==> src/rtl/dcache_pkg.sv <==
// Shared types and address-split helpers for the direct-mapped data cache.
package dcache_pkg;

  typedef enum logic [1:0] {
    StIdle,
    StFill,
    StWrite,
    StWdone
  } state_e;

  function automatic int unsigned idx_w(input int unsigned nlines);
    return $clog2(nlines);
  endfunction

  function automatic int unsigned tag_w(input int unsigned nbits, input int unsigned nlines);
    return nbits - $clog2(nlines);
  endfunction

endpackage

==> src/rtl/dcache_array.sv <==
// Valid/tag/data storage, one word per line, with combinational lookup and one write port.
module dcache_array
  import dcache_pkg::*;
#(
  parameter int unsigned NBITS  = 8,
  parameter int unsigned NLINES = 8
) (
  input  logic                              clock,
  input  logic                              reset,
  input  logic [idx_w(NLINES)-1:0]          lk_index,
  input  logic [tag_w(NBITS, NLINES)-1:0]   lk_tag,
  output logic                              hit,
  output logic [NBITS-1:0]                  rdata,
  input  logic                              we,
  input  logic [idx_w(NLINES)-1:0]          w_index,
  input  logic [tag_w(NBITS, NLINES)-1:0]   w_tag,
  input  logic [NBITS-1:0]                  w_data
);

  localparam int unsigned TW = tag_w(NBITS, NLINES);

  logic [NLINES-1:0] valid_q, valid_d;
  logic [TW-1:0]     tag_q  [NLINES];
  logic [NBITS-1:0]  data_q [NLINES];

  always_comb begin
    valid_d = valid_q;
    if (we) valid_d[w_index] = 1'b1;
  end

  // Only valid bits need clearing; stale tag/data behind a clear valid are harmless.
  always_ff @(posedge clock) begin
    if (reset) begin
      valid_q <= '0;
    end else begin
      valid_q <= valid_d;
    end
    if (we) begin
      tag_q[w_index]  <= w_tag;
      data_q[w_index] <= w_data;
    end
  end

  assign hit   = valid_q[lk_index] && (tag_q[lk_index] == lk_tag);
  assign rdata = data_q[lk_index];

endmodule

==> src/rtl/dcache_responder.sv <==
// Write-through, no-write-allocate data cache responder: stalls the controller on misses/stores.
module dcache_responder
  import dcache_pkg::*;
#(
  parameter int unsigned NBITS  = 8,
  parameter int unsigned NLINES = 8,
  parameter int unsigned NCNT   = 16
) (
  input  logic             clock,
  input  logic             reset,
  input  logic             MemRead,
  input  logic             MemWrite,
  input  logic [NBITS-1:0] Address,
  input  logic [NBITS-1:0] WriteData,
  output logic [NBITS-1:0] ReadData,
  output logic             busy,
  output logic             mem_req,
  output logic             mem_we,
  output logic [NBITS-1:0] mem_addr,
  output logic [NBITS-1:0] mem_wdata,
  input  logic [NBITS-1:0] mem_rdata,
  input  logic             mem_ack,
  output logic [NCNT-1:0]  hits,
  output logic [NCNT-1:0]  misses
);

  localparam int unsigned IW = idx_w(NLINES);

  state_e           state_q, state_d;
  logic [NBITS-1:0] addr_q, addr_d;
  logic [NBITS-1:0] wdata_q, wdata_d;
  logic [NCNT-1:0]  hits_q, hits_d;
  logic [NCNT-1:0]  misses_q, misses_d;

  logic [NBITS-1:0] lk_addr;
  logic             hit;
  logic [NBITS-1:0] rdata;
  logic             idle, rd_hit, rd_miss, fill_we, wr_upd, arr_we;

  // In IDLE look up the live request; while busy look up the latched one.
  assign idle    = (state_q == StIdle);
  assign lk_addr = idle ? Address : addr_q;
  assign rd_hit  = idle && MemRead && !MemWrite && hit;
  assign rd_miss = idle && MemRead && !MemWrite && !hit;
  assign fill_we = (state_q == StFill) && mem_ack;
  assign wr_upd  = (state_q == StWrite) && mem_ack && hit;
  assign arr_we  = !reset && (fill_we || wr_upd);

  dcache_array #(
    .NBITS  (NBITS),
    .NLINES (NLINES)
  ) u_array (
    .clock    (clock),
    .reset    (reset),
    .lk_index (lk_addr[IW-1:0]),
    .lk_tag   (lk_addr[NBITS-1:IW]),
    .hit      (hit),
    .rdata    (rdata),
    .we       (arr_we),
    .w_index  (addr_q[IW-1:0]),
    .w_tag    (addr_q[NBITS-1:IW]),
    .w_data   (fill_we ? mem_rdata : wdata_q)
  );

  always_comb begin
    state_d  = state_q;
    addr_d   = addr_q;
    wdata_d  = wdata_q;
    hits_d   = (rd_hit && (hits_q != '1)) ? hits_q + 1'b1 : hits_q;
    misses_d = (rd_miss && (misses_q != '1)) ? misses_q + 1'b1 : misses_q;
    case (state_q)
      StIdle: begin
        if (MemWrite) begin
          state_d = StWrite;
          addr_d  = Address;
          wdata_d = WriteData;
        end else if (rd_miss) begin
          state_d = StFill;
          addr_d  = Address;
        end
      end
      StFill:  if (mem_ack) state_d = StIdle;
      StWrite: if (mem_ack) state_d = StWdone;
      StWdone: state_d = StIdle;
      default: state_d = StIdle;
    endcase
  end

  always_ff @(posedge clock) begin
    if (reset) begin
      state_q  <= StIdle;
      addr_q   <= '0;
      wdata_q  <= '0;
      hits_q   <= '0;
      misses_q <= '0;
    end else begin
      state_q  <= state_d;
      addr_q   <= addr_d;
      wdata_q  <= wdata_d;
      hits_q   <= hits_d;
      misses_q <= misses_d;
    end
  end

  always_comb begin
    busy = 1'b0;
    case (state_q)
      StIdle:          busy = MemWrite || rd_miss;
      StFill, StWrite: busy = 1'b1;
      default:         busy = 1'b0;
    endcase
    if (reset) busy = 1'b0;
  end

  assign mem_req   = !reset && ((state_q == StFill) || (state_q == StWrite));
  assign mem_we    = !reset && (state_q == StWrite);
  assign mem_addr  = addr_q;
  assign mem_wdata = wdata_q;
  assign ReadData  = (!reset && rd_hit) ? rdata : '0;
  assign hits      = hits_q;
  assign misses    = misses_q;

endmodule

==> config.mk <==
export PLATFORM = sky130hd
export DESIGN_NAME = dcache_responder
export DESIGN_NICKNAME = d
export VERILOG_FILES = /design/src/rtl/dcache_pkg.sv /design/src/rtl/dcache_array.sv /design/src/rtl/dcache_responder.sv
export SDC_FILE = /design/constraint.sdc
export NUM_CORES = 1
export LEC_CHECK = 0
export BUFFER_PORTS_ARGS = -buffer_cell sky130_fd_sc_hd__buf_4
export CORE_MARGIN = 1.5
export CORE_UTILIZATION = 30
export DETAILED_ROUTE_END_ITERATION = 10
export PLACE_DENSITY = 0.49
export RECOVER_POWER = 100
export SYNTH_ARGS = -nofsm -noshare
export SYNTH_HDL_FRONTEND = slang
export SYNTH_SLANG_ARGS = --single-unit
==> constraint.sdc <==
create_clock -name clock -period 6.5 [get_ports clock]
set_clock_uncertainty 0.15 [all_clocks]
set_input_delay 0.325 -clock clock [delete_from_list [all_inputs] [get_ports clock]]
set_output_delay 0.325 -clock clock [all_outputs]
set_load 0.03 [all_outputs]
==> metrics.txt <==
Synth Warn #=0; setup TNS=0 ns; Area Growth Syn to Fin=18.3%; TritonCTS clock tree=yes; Slew HR=about 4.2%; Least-Margin Pin Slew=approximately 1.4 ns; # setup viols final=0; Lkg Pwr=0.00318 uW; syn nets=~760; I/O pins=just under 90; starting density of the core=30.7%; Slowest-stage cell, CP=ha_1; Post-DRT Antenna Nets=0; Rows=58; part of the cycle the worst path needs=about nine tenths; final core utilization=roughly 36%; ys flop type=edfxtp_1; power per cell area=about 320 mW/mm2; Die X=164 um; worst-path cell chain=inv_1 > ha_1 > buf_4 > mux2_2 > and3_1 > o221ai_1 > nand4_1 > xnor2_1 > or4_1 > nor3_2 > nand2_1 > a21oi_1 > buf_4; CP required=between 6 and 7 ns; Mapped Area=between 0.007 and 0.008 mm2; VDD IR max=about 0.00017 V; drt first pass iters=5; Worst-path clk slew=0.07 ns; Top delay family on crit path=simple AND/OR/NAND/NOR gates; CTS root buf=clkbuf_16; Max Cap Viol=0; gp weighted congestion=approximately 0.79; global-route wire length before repair=~34000 um; share of the synthesized area in the top cell type=between 40% and 50%; syn avg cell area=around 11 um2; synth top area cells=edfxtp_1 40%, dfxtp_1 15%, nand2_1 5.7%; crit path DAT=5.25 ns; FF+latch area=about 0.0043 mm2; CP Capture Type=output pin; crit start category=register; Die Ht=between 150 and 200 um; Fin. Hold Viols=0; initial detailed-routing violation count=about 390; CTS Buffer Depth=2; WP buf/inv=3; DR vias=5968; Max stage delay on crit path=between 0.8 and 0.9 ns; Total GRT Usage=around 17%; cell taking the most area after synthesis=edfxtp_1; CP Class=reg -> out; layout net count=around 850; DRC=0; peak fanout along the critical path=24; largest net degree at the start of global routing=slightly above 60; IO Port Bufs=87; Post-Syn Instances=slightly above 700; post-synthesis sequential area ratio=~55%; post-DP HPWL=14200 um; Fill cells=2534; WL final=around 21000 um; fmax=approximately 0.17 GHz; share of layout cells above drive strength 1=approximately 16%; # hold bufs at CTS=7; fraction of registers with async set/reset=0%; Post-CTS Repair Setup Buffers=0; gr ovfl total=0; synth unique cells=74; run status=complete, no violations; Pins Over Slew Limit=0; #FFs+latches synth=between 150 and 200; TritonCTS Buffers=17; min cycle time layout=about 5.7 ns; Clock Latency Late Sink=approximately 0.44 ns; H-Tree Depth=4; worst min-delay path category=in -> reg; initial antenna violation count=0; Avg Vias per Cell=approximately 5.2; crit-path most repeated cell=buf_4; post-DR wirelength/cell=18.6 um; clock tree sinks=approximately 160; number of synthesized flops with an enable pin=about 100; CORE AREA=between 0.02 and 0.03 mm2; footprint of the multi-input gates=between 0.003 and 0.004 mm2; RSZ-0062 raised after global routing=no; vias in the first global route=~6000; post_cts resized=0; Die ar.=0.0268 mm2; n_diodes=0
-- worst reg2reg max path, stage by stage, from the launching register on --
cell and delay [ns]:
dfxtp_1 0.34, inv_1 0.11, ha_1 0.86, buf_4 0.43
mux2_2 0.56, and3_1 0.25, o221ai_1 0.18, nand4_1 0.17
xnor2_1 0.17, nor4_1 0.81, a31o_2 0.28, nand3_1 0.28
nor2_1 0.25, clkbuf_1 0.42
-- cell families after synthesis --
logic type                 Yosys count  synth area share [%]
DFF                                162                  55.2
muxes                               26                  4.11
and+or+nand+nor                    306                  19.8
adders and majority gates            7                  1.13
xor gates and xnor gates             5                 0.565
AOI/OAI and AO/OA                  153                  14.6
buffers and inverters               68                  4.52
-- where the power goes --
part | switching [uW] | leakage (uW) | internal [uW] | total (uW)
Combinational | 491 | 0.00145 | 238 | 729
Clock | 498 | 0.000300 | 529 | 1030
Sequential | 36.9 | 0.00143 | 1140 | 1180
Total | 1030 | 0.00318 | 1910 | 2940
-- area by class of cell --
type / count / area share [%]
tap: 330 / 4.50
sequential: 162 / 46.7
clock inverter: 15 / 2.11
clock buffer: 17 / 4.64
timing repair buffer: 115 / 7.40
inverter: 20 / 0.818
multi-input combinational: 497 / 33.8
-- flip-flops by register name, summed over array words and instances (netlist names) --
| register | count |
|---|---|
| u_array.data_q | 64 |
| u_array.tag_q | 40 |
| hits | 16 |
| misses | 16 |
| mem_addr | 8 |
| mem_wdata | 8 |
| u_array.valid_q | 8 |
| state_q | 2 |
-- cells in the final DEF (no fill, tap or decap), drive strengths merged, types with 8 or more instances in the layout --
cell | synthesis | routed
dfxtp | 58 | 58
o211ai | 9 | 9
o31ai | 11 | 11
nor2b | 17 | 17
clkbuf | 21 | 71
o311ai | 8 | 8
nand2b | 8 | 8
or4 | 14 | 14
mux2i | 9 | 9
inv | 20 | 29
nor2 | 28 | 28
nand3 | 81 | 81
o21ai | 17 | 17
mux2 | 15 | 15
o41ai | 8 | 8
edfxtp | 104 | 104
buf | 27 | 54
a21oi | 45 | 45
nand2 | 118 | 118
-- final timing paths --
| path | startpoint | to | slack (ns) | cells after the start |
|---|---|---|---|---|
| worst max-delay path | state_q[0]$_SDFFE_PP0P_ | ReadData[6] | 0.77 | 13 |
| worst min register to register | u_array.valid_q[2]$_SDFFE_PP0P_ | u_array.valid_q[2]$_SDFFE_PP0P_ | 0.31 | 2 |
| worst min-delay path | WriteData[0] | mem_wdata[0]$_SDFFE_PP0P_ | 0.02 | 3 |
| worst max register to register | state_q[0]$_SDFFE_PP0P_ | u_array.tag_q[7][4]$_DFFE_PP_ | 0.89 | 13 |
-- metal layers --
layer	routed length [um]	track usage, %
met5	0	0
met3	964	3.71
met1	10100	22.4
met2	10300	27.0
met4	112	3.72
-- per-stage QoR --
stage	cell area, um2	power [uW]	worst slack (ns)	hold slack (ns)	cells
after floorplan	7760	1740	2.42	0.274	727
after global placement	8720	1970	1.78	0.299	1117
after detailed placement	8720	1960	1.60	0.295	1117
after CTS	9410	3000	1.14	0.00251	1156
after global routing	9180	3080	0.432	0.0290	1156
final	9180	2940	0.770	0.0159	1156
-- Yosys cell counts (all sizes together) (3+ instances only) --
library cell	n
o211ai	9
o41ai	8
ha	7
nor2	28
clkbuf	21
xnor2	3
a211oi	6
dfxtp	58
nor4	5
o22ai	5
inv	20
a21oi	45
o31ai	11
o311ai	8
nand2	118
and2	6
nor2b	17
edfxtp	104
nand2b	8
o221ai	5
and3	6
mux2i	9
o2bb2ai	6
a21bo	7
o21ai	17
buf	27
or4	14
or2	5
a311oi	6
mux2	15
nand3	81
nor3	6
nand4	6
Note: power is estimated with default switching activity, not from simulation.
